## src/rtl/traffic_phase_scheduler_if.sv

```systemverilog
// Handshake bundle between the intersection controller and its surroundings:
// synchronised request/freeze inputs, light heads, phase code and tick status.
interface traffic_phase_scheduler_if;
  logic       farm_req;
  logic       hold;
  logic [2:0] hw_light;
  logic [2:0] farm_light;
  logic [2:0] phase;
  logic       tick;
  logic       req_pending;

  modport master (
    output farm_req, hold,
    input  hw_light, farm_light, phase, tick, req_pending
  );

  modport slave (
    input  farm_req, hold,
    output hw_light, farm_light, phase, tick, req_pending
  );
endinterface

```

## src/rtl/traffic_phase_scheduler.sv

```systemverilog
// Tick-driven highway/farm-road phase scheduler: prescaler, per-state tick timer,
// farm request latch and a six-state light sequencer with Moore outputs.
module traffic_phase_scheduler #(
  parameter int TICK_DIV   = 50000000,
  parameter int GREEN_MIN  = 5,
  parameter int FARM_GREEN = 8,
  parameter int YELLOW_T   = 3,
  parameter int ALLRED_T   = 1
) (
  input  logic                        clk,
  input  logic                        reset,
  traffic_phase_scheduler_if.slave    bus
);

  localparam int              CNT_W    = $clog2(TICK_DIV);
  localparam logic [CNT_W-1:0] CNT_LAST = CNT_W'(TICK_DIV - 1);
  localparam logic [CNT_W-1:0] CNT_ONE  = CNT_W'(1);
  localparam logic [7:0]      GMIN_M1  = 8'(GREEN_MIN - 1);
  localparam logic [7:0]      FG_M1    = 8'(FARM_GREEN - 1);
  localparam logic [7:0]      YEL_M1   = 8'(YELLOW_T - 1);
  localparam logic [7:0]      AR_M1    = 8'(ALLRED_T - 1);

  localparam logic [2:0] LT_RED = 3'b100;
  localparam logic [2:0] LT_YEL = 3'b010;
  localparam logic [2:0] LT_GRN = 3'b001;

  typedef enum logic [2:0] {
    ST_HG  = 3'd0,
    ST_HY  = 3'd1,
    ST_AR1 = 3'd2,
    ST_FG  = 3'd3,
    ST_FY  = 3'd4,
    ST_AR2 = 3'd5
  } state_t;

  state_t           state_r;
  state_t           state_next_s;
  logic [CNT_W-1:0] presc_r;
  logic [CNT_W-1:0] presc_next_s;
  logic [7:0]       timer_r;
  logic [7:0]       timer_next_s;
  logic             req_pending_r;
  logic             req_next_s;
  logic [2:0]       hw_light_r;
  logic [2:0]       farm_light_r;
  logic [2:0]       hw_next_s;
  logic [2:0]       farm_next_s;
  logic             tick_s;
  logic             trans_s;

  // Tick fires on the last prescaler count unless frozen by hold.
  always_comb begin
    tick_s = 1'b0;
    if ((presc_r == CNT_LAST) && !bus.hold) begin
      tick_s = 1'b1;
    end else begin
      tick_s = 1'b0;
    end
  end

  // Next-state logic; every move is gated by a tick except illegal-code recovery.
  always_comb begin
    state_next_s = state_r;
    case (state_r)
      ST_HG: begin
        if (tick_s && (timer_r >= GMIN_M1) && (req_pending_r || bus.farm_req)) begin
          state_next_s = ST_HY;
        end else begin
          state_next_s = ST_HG;
        end
      end
      ST_HY: begin
        if (tick_s && (timer_r == YEL_M1)) state_next_s = ST_AR1;
        else                                state_next_s = ST_HY;
      end
      ST_AR1: begin
        if (tick_s && (timer_r == AR_M1)) state_next_s = ST_FG;
        else                               state_next_s = ST_AR1;
      end
      ST_FG: begin
        if (tick_s && (timer_r == FG_M1)) state_next_s = ST_FY;
        else                               state_next_s = ST_FG;
      end
      ST_FY: begin
        if (tick_s && (timer_r == YEL_M1)) state_next_s = ST_AR2;
        else                                state_next_s = ST_FY;
      end
      ST_AR2: begin
        if (tick_s && (timer_r == AR_M1)) state_next_s = ST_HG;
        else                               state_next_s = ST_AR2;
      end
      default: state_next_s = ST_HG;
    endcase
  end

  // Prescaler, timer and request latch next values; the AR1->FG clear beats a set.
  always_comb begin
    trans_s      = (state_next_s != state_r);
    presc_next_s = presc_r;
    timer_next_s = timer_r;
    req_next_s   = req_pending_r;
    if (bus.hold && !trans_s) begin
      presc_next_s = presc_r;
    end else if (trans_s || (presc_r == CNT_LAST)) begin
      presc_next_s = '0;
    end else begin
      presc_next_s = presc_r + CNT_ONE;
    end
    if (trans_s) begin
      timer_next_s = 8'd0;
    end else if (tick_s && (timer_r != 8'hFF)) begin
      timer_next_s = timer_r + 8'd1;
    end else begin
      timer_next_s = timer_r;
    end
    if ((state_r == ST_AR1) && (state_next_s == ST_FG)) begin
      req_next_s = 1'b0;
    end else if (bus.farm_req && ((state_r == ST_HG) || (state_r == ST_HY) ||
                                  (state_r == ST_AR1) || (state_r == ST_AR2))) begin
      req_next_s = 1'b1;
    end else begin
      req_next_s = req_pending_r;
    end
  end

  // Light decode from the next state so the registered heads move with the state.
  always_comb begin
    hw_next_s   = LT_RED;
    farm_next_s = LT_RED;
    case (state_next_s)
      ST_HG:   begin hw_next_s = LT_GRN; farm_next_s = LT_RED; end
      ST_HY:   begin hw_next_s = LT_YEL; farm_next_s = LT_RED; end
      ST_AR1:  begin hw_next_s = LT_RED; farm_next_s = LT_RED; end
      ST_FG:   begin hw_next_s = LT_RED; farm_next_s = LT_GRN; end
      ST_FY:   begin hw_next_s = LT_RED; farm_next_s = LT_YEL; end
      ST_AR2:  begin hw_next_s = LT_RED; farm_next_s = LT_RED; end
      default: begin hw_next_s = LT_GRN; farm_next_s = LT_RED; end
    endcase
  end

  // State and datapath registers with asynchronous reset to highway green.
  always_ff @(posedge clk or posedge reset) begin
    if (reset) begin
      state_r       <= ST_HG;
      presc_r       <= '0;
      timer_r       <= 8'd0;
      req_pending_r <= 1'b0;
      hw_light_r    <= LT_GRN;
      farm_light_r  <= LT_RED;
    end else begin
      state_r       <= state_next_s;
      presc_r       <= presc_next_s;
      timer_r       <= timer_next_s;
      req_pending_r <= req_next_s;
      hw_light_r    <= hw_next_s;
      farm_light_r  <= farm_next_s;
    end
  end

  assign bus.hw_light    = hw_light_r;
  assign bus.farm_light  = farm_light_r;
  assign bus.phase       = state_r;
  assign bus.tick        = tick_s;
  assign bus.req_pending = req_pending_r;

endmodule

```

## src/flat_wrapper.sv

```systemverilog
// flat-port wrapper written by rule: the top's interface ports become plain ports
module traffic_phase_scheduler_flat 
#(
  parameter int TICK_DIV   = 50000000,
  parameter int GREEN_MIN  = 5,
  parameter int FARM_GREEN = 8,
  parameter int YELLOW_T   = 3,
  parameter int ALLRED_T   = 1
)
  (clk, reset, bus_farm_req, bus_hold, bus_hw_light, bus_farm_light, bus_phase, bus_tick, bus_req_pending);
  traffic_phase_scheduler_if bus_i ();
  input  logic clk;
  input  logic reset;
  input wire logic [$bits(bus_i.farm_req)-1:0] bus_farm_req;
  input wire logic [$bits(bus_i.hold)-1:0] bus_hold;
  output wire logic [$bits(bus_i.hw_light)-1:0] bus_hw_light;
  output wire logic [$bits(bus_i.farm_light)-1:0] bus_farm_light;
  output wire logic [$bits(bus_i.phase)-1:0] bus_phase;
  output wire logic [$bits(bus_i.tick)-1:0] bus_tick;
  output wire logic [$bits(bus_i.req_pending)-1:0] bus_req_pending;
  assign bus_i.farm_req = bus_farm_req;
  assign bus_i.hold = bus_hold;
  assign bus_hw_light = bus_i.hw_light;
  assign bus_farm_light = bus_i.farm_light;
  assign bus_phase = bus_i.phase;
  assign bus_tick = bus_i.tick;
  assign bus_req_pending = bus_i.req_pending;
  traffic_phase_scheduler #(.TICK_DIV(TICK_DIV), .GREEN_MIN(GREEN_MIN), .FARM_GREEN(FARM_GREEN), .YELLOW_T(YELLOW_T), .ALLRED_T(ALLRED_T)) u_core (.clk(clk), .reset(reset), .bus(bus_i));
endmodule
```

## config.mk

```make
export PLATFORM = sky130hd
export DESIGN_NAME = traffic_phase_scheduler_flat
export DESIGN_NICKNAME = d
export VERILOG_FILES = /design/src/rtl/traffic_phase_scheduler_if.sv /design/src/rtl/traffic_phase_scheduler.sv /design/src/flat_wrapper.sv
export SDC_FILE = /design/constraint.sdc
export NUM_CORES = 1
export LEC_CHECK = 0
export ABC_AREA = 0
export CORE_ASPECT_RATIO = 0.6
export CORE_MARGIN = 3
export CORE_UTILIZATION = 50
export DETAILED_ROUTE_END_ITERATION = 12
export PLACE_DENSITY = 0.71
export SYNTH_ARGS = -nofsm -noshare
export SYNTH_HDL_FRONTEND = slang
export SYNTH_SLANG_ARGS = --single-unit
```

## constraint.sdc

```tcl
create_clock -name clk -period 3 [get_ports clk]
set_clock_uncertainty 0.15 [all_clocks]
set_input_delay 0.6 -clock clk [delete_from_list [all_inputs] [get_ports clk]]
set_output_delay 0.6 -clock clk [all_outputs]
set_load 0.01 [all_outputs]
```

==> impl_metrics.toml, run 1 <==
[power]
switching_share_pct = 25.9
p_leak_nw = 1.23
p_sw_uw = 300
p_comb_share_pct = 8.9
p_per_area_nw_per_um2 = 385
clkPwrFrac_pct = 33.3
ir_worst_vdd_uv = 207
power_frac_seq_pct = 57.8
p_int_uw = 856
power_mw = 1.16

[setup_path]
critPathArrivalTime_ns = 2.12
ff2ff_path_depth = 6
start_kind = "primary input"
criticalPathCategory = "primary input to primary output"
cp.required_ns = 2.25
crit_chain = "clkdlybuf4s50_1 > nor2b_1 > nand3_1 > or3_2 > inv_1 > dlygate4sd2_1"
end_kind = "primary output"
critPathMaxStageDelay_ns = 0.51
worstPathMaxFanout = 2
slowest_stage = "or3_2"

[clock_network]
cts_hold_buf = 0
cts_num_sinks = 44
cts_tree = "yes"
numCtsBuffers = 5
cts_max_path_buffers = 2
htree_levels = 2
cts_setup_buffers = 0
clkSlewWorstSetupHoldPaths_ns = 0.08
insertion_delay_ns = 0.30
cts-root-buf = "clkbuf_8"

[synth]
yosysSeqAreaShare_pct = 42.4
synthFlopType = "dfrtp_1"
yosysUniqueCellTypes = 55
mappedNetlistNets = 301
synth_top_area_cell = "dfrtp_1"
netlist.area_leader.share_pct = 40.4
syn_avg_cell_area_sq_um = 8.89
synth_area_leaders = "dfrtp_1 (40%), nand3_1 (4.6%), a21oi_1 (4.2%)"
synth-edff-count = 0
mappedNetlistArea_sq_um = 2600
synthCells = 293
ys_warn_count = 0
async_flop_share_pct = 100
synth_seq_cells = 44

[layout]
final_common_cell = "dfrtp_1"
drive_gt1_share_pct = 13.4
syn_to_final_growth_pct = 15.4
final_cell_mix = "dfrtp_1 (42), nand2_1 (27), nor2_1 (25)"
finalNonFillerCells = 385
nets = 329
multi_input_area_sq_um = 1400
fill_cells = 425
seq_area_sq_um = 1100
diodes = 0

[sta]
finalSetupViolations = 0
rsz0062_at_grt = "false"
setup_tns_ns = 0
tightest_slew_ns = 0.555
period_needed_ns = 2.87
hold_viol_final = 0
relSlewSlack_pct = 63.0
fin_crit_sh_pct = 95.7
clock.fmax_ghz = 0.348
slew_violations = 0

[route]
dr.pass1.iters = 5
post_drt_via_cell_ratio = 6.17
ant_nets = 0
drc = 0
wl_um = 6430
wl_per_cell_um = 16.7
vias = 2375
drt_iter0_markers = 272

[floorplanning]
core-area_sq_um = 4800
fp.dieW_um = 99.2
row_count = 19
die_h_um = 61.9
start_util_pct = 54.2
die_area_sq_um = 6140
ios = 15

[grt]
antenna_found_initial = 0
grt_overflow = 0
grt.total_usage_pct = 21.9
grt_pass1_wl_um = 10600
grt_max_degree = 45
grt_pass1_vias = 2065

[place]
dpl.hpwl_um = 4710
io_buffers = 14
dp.cells = 377
gp_congestion = 0.938

[hold_path]
min-delay-path-class = "flip-flop to flip-flop"
worstHoldPathCells = 1

[outcome]
outcome = "finished clean"

[flow_run]
cap_violations = 0
-- cells in the mapped netlist (all sizes together), types with 2 or more instances --
cell and number:
or3 10, inv 9, nand4 11, a311oi 2, and2b 2, nand4b 2
nor4b 3, dfrtp 42, and2 4, a32oi 2, xnor2 7, nor2 25
ha 4, nand2 27, xor2 8, nand3 24, buf 5, a21boi 3
and3 7, or4 5, a21oi 22, nor3 9, o21ba 2, or4b 3
clkbuf 7, a31oi 4, nor2b 2, and4 5, o21ai 15, mux2i 2
dfstp 2, nand2b 2, nor4 4
-- worst paths after layout --
| kind | slack (ns) | end | startpoint |
|---|---|---|---|
| min reg2reg | 0.41 | u_core.presc_r[23]$_DFFE_PP0N_ | u_core.presc_r[23]$_DFFE_PP0N_ |
| max reg2reg | 0.21 | u_core.bus.phase[0]$_DFF_PP0_ | u_core.presc_r[19]$_DFFE_PP0N_ |
| max in group asynchronous | 1.73 | u_core.presc_r[18]$_DFFE_PP0N_ | reset |
| min in group asynchronous | 0.58 | u_core.presc_r[6]$_DFFE_PP0N_ | reset |
| max | 0.13 | bus_tick | bus_hold |
| min | 0.41 | u_core.presc_r[23]$_DFFE_PP0N_ | u_core.presc_r[23]$_DFFE_PP0N_ |
-- layer usage --
layer	GRT usage [%]	routed length (um)	share of wire (%)
met1	35.5	3230	50
met2	28.9	2510	39
met3	5.80	661	10
met4	3.50	40	0.62
met5	0	0	0
-- flip-flops by register name, indices dropped and copies added, names as in the netlist --
signal,cells
u_core.timer_r,8
u_core.bus.farm_light,3
u_core.bus.req_pending,1
u_core.presc_r,26
u_core.bus.hw_light,3
u_core.bus.phase,3
-- power groups by stage --
| stage | registers (mW) | logic (mW) | clock network, mW |
|---|---|---|---|
| finish | 0.668 | 0.103 | 0.385 |
| global route | 0.673 | 0.119 | 0.414 |
| CTS | 0.666 | 0.104 | 0.393 |
| detailed placement | 0.677 | 0.104 | 0 |
| global placement | 0.677 | 0.100 | 0 |
| floorplan | 0.668 | 0.0762 | 0 |
-- cells by family after synthesis --
group / count (synthesis) / share of synthesized area (%)
and+or+nand+nor: 149 / 32.8
muxes: 2 / 0.769
AOI/OAI and AO/OA: 57 / 13.2
buffers and inverters: 22 / 3.89
DFF: 44 / 42.4
xor gates and xnor gates: 15 / 5.05
adders and majority gates: 4 / 1.92
-- final cells by class --
type / instances / area share (%)
clock buffers: 6 / 2.75
clock inverters: 2 / 0.333
inverters: 10 / 1.25
multi-input cells: 227 / 46.5
flip-flops and latches: 44 / 36.7
well taps: 63 / 2.62
repair buffers: 33 / 9.78
-- through the flow --
stage	instance area [sq um]	worst slack [ns]	util, %	hold slack [ns]
2_1_floorplan	2600	0.518	-	0.325
3_3_place_gp	2910	-0.152	60.7	0.383
3_5_place_dp	2910	-0.159	60.7	0.396
4_1_cts	3010	0.112	62.6	0.408
5_1_grt	3010	0.0218	62.6	0.440
6_report	3010	0.130	62.6	0.412
-- critical path, delay by kind of cell --
kind	cells	cell delay [ns]
buf+inv	3	0.74
simple gates	3	0.79
-- repair_timing --
item                                    in CTS  in global routing
resized for setup                            1                  0
endpoints found under the hold margin        0                  0
endpoints found under the setup margin       1                  0
(Power assumes the default switching activity.)
==> run 2, diff against run 1 <==
DONT_BUFFER_PORTS = 1   (was not set)
PLACE_DENSITY = 0.67   (was 0.71)
==> impl_metrics.toml, run 2 (same netlist as run 1, synthesis figures left out) <==
[outcome]
outcome = "finished clean"

[clock_network]
numCtsBuffers = 5
cts_resized = 0
insertion_delay_ns = 0.30
cts_num_sinks = 44
cts_tree = "yes"
cts_hold_buf = 0
cts_setup_buffers = 0
cts_max_path_buffers = 2
cts-root-buf = "clkbuf_8"
clkSlewWorstSetupHoldPaths_ns = 0.08
htree_levels = 2

[floorplanning]
core-area_sq_um = 4800
fp.dieW_um = 99.2
start_util_pct = 54.2
row_count = 19
ios = 15
die_h_um = 61.9
die_area_sq_um = 6140

[setup_path]
start_kind = "flip-flop"
end_kind = "primary output"
critPathArrivalTime_ns = 2.07
cp_top_family = "simple AND/OR/NAND/NOR gates"
cp_num_buf_inv = 1
slowest_stage = "or3_2"
critPathMaxStageDelay_ns = 0.57
criticalPathCategory = "flip-flop to primary output"
cp.required_ns = 2.25
crit_chain = "ha_1 > nor2b_1 > nand3_1 > or3_2 > inv_1"
worstPathMaxFanout = 6

[place]
io_buffers = 0
gp_congestion = 0.943
dpl.hpwl_um = 4460

[sta]
rsz0062_at_grt = "false"
hold_viol_final = 0
fin_crit_sh_pct = 93.9
finalSetupViolations = 0
slew_violations = 0
clock.fmax_ghz = 0.355
period_needed_ns = 2.82
tightest_slew_ns = 1.06
setup_tns_ns = 0
relSlewSlack_pct = 28.7

[layout]
final_core_util_pct = 58.3
final_cell_mix = "dfrtp_1 (42), nand2_1 (27), nor2_1 (25)"
nets = 307
largest_register = "u_core.presc_r"
reg_top3 = "u_core.presc_r x26, u_core.timer_r x8"
syn_to_final_growth_pct = 7.59
final_common_cell = "dfrtp_1"
fill_cells = 422
largest_register_ffs = 26
diodes = 0
drive_gt1_share_pct = 11.3

[hold_path]
min-delay-path-class = "primary input to async pin"

[power]
p_per_area_nw_per_um2 = 415
ir_worst_vdd_uv = 252
p_leak_nw = 1.13

[route]
post_drt_via_cell_ratio = 6.25
wl_um = 6180
dr.pass1.iters = 6
drc = 0
wl_per_cell_um = 17.0
vias = 2268
ant_nets = 0
drt_iter0_markers = 273

[flow_run]
cap_violations = 0

[grt]
grt_max_degree = 32
grt_overflow = 0
grt.total_usage_pct = 21.4
grt_pass1_vias = 1880
grt_pass1_wl_um = 10000
antenna_found_initial = 0
## run 2: changes by cell type in the layout (fill, tap and decap cells not counted)
cell and delta:
clkbuf_8 +1, clkbuf_1 +1, buf_12 -1, buf_4 -7
clkdlybuf4s50_1 -13, clkinv_2 -2, dlygate4sd2_1 -1
## run 2: final timing paths
path | end | slack (ns) | startpoint | cells after the start
max | bus_tick | 0.18 | u_core.presc_r[0]$_DFFE_PP0N_ | 5
min | u_core.presc_r[6]$_DFFE_PP0N_ | 0.16 | reset | 1
max reg2reg | u_core.bus.phase[0]$_DFF_PP0_ | 0.31 | u_core.presc_r[24]$_DFFE_PP0N_ | 6
min reg2reg | u_core.presc_r[23]$_DFFE_PP0N_ | 0.39 | u_core.presc_r[23]$_DFFE_PP0N_ | 1
max in group asynchronous | u_core.timer_r[4]$_DFFE_PP0P_ | 1.92 | reset | 2
min in group clk | u_core.presc_r[1]$_DFFE_PP0N_ | 0.27 | bus_hold | 2
## run 2: cell type report
cell class                      instances  area [sq um]  share of cell area, %
Sequential cell                        44          1100                   39.4
Multi-Input combinational cell        227          1400                   49.9
Tap cell                               63          78.8                   2.81
Clock buffer                            8           100                   3.57
Inverter                               10          37.5                   1.34
Timing Repair Buffer                   11          82.6                   2.95
## run 2: power breakdown
part	internal, mW	switching, mW
Combinational	0.0423	0.0503
Sequential	0.626	0.0409
Clock	0.210	0.194
Total	0.879	0.285
## run 2: routing by layer
layer / up-vias / GRT usage [%] / part of all wire, %
met2: 109 / 27.1 / 37
met5: - / 0 / 0
met1: 1076 / 34.8 / 54
met4: 0 / 7.00 / 0.68
li1: 1079 / - / -
met3: 4 / 4.68 / 8.7
## run 2: through the flow
| step | instances | cell area (sq um) | power, mW | worst slack, ns | hold WS [ns] |
|---|---|---|---|---|---|
| 4_1_cts | 363 | 2800 | 1.18 | 0.191 | 0.196 |
| 2_1_floorplan | 293 | 2600 | 0.744 | 0.518 | 0.325 |
| 6_report | 363 | 2800 | 1.16 | 0.183 | 0.163 |
| 3_5_place_dp | 355 | 2700 | 0.772 | 0.354 | 0.375 |
| 3_3_place_gp | 355 | 2700 | 0.771 | 0.408 | 0.375 |
| 5_1_grt | 363 | 2800 | 1.22 | 0.00867 | 0.214 |
==> run 3, diff against run 2 <==
CTS_CLUSTER_DIAMETER = 80   (was not set)
==> results of run 3 <==
Final layout, timing and power as in run 2 (identical DEF).
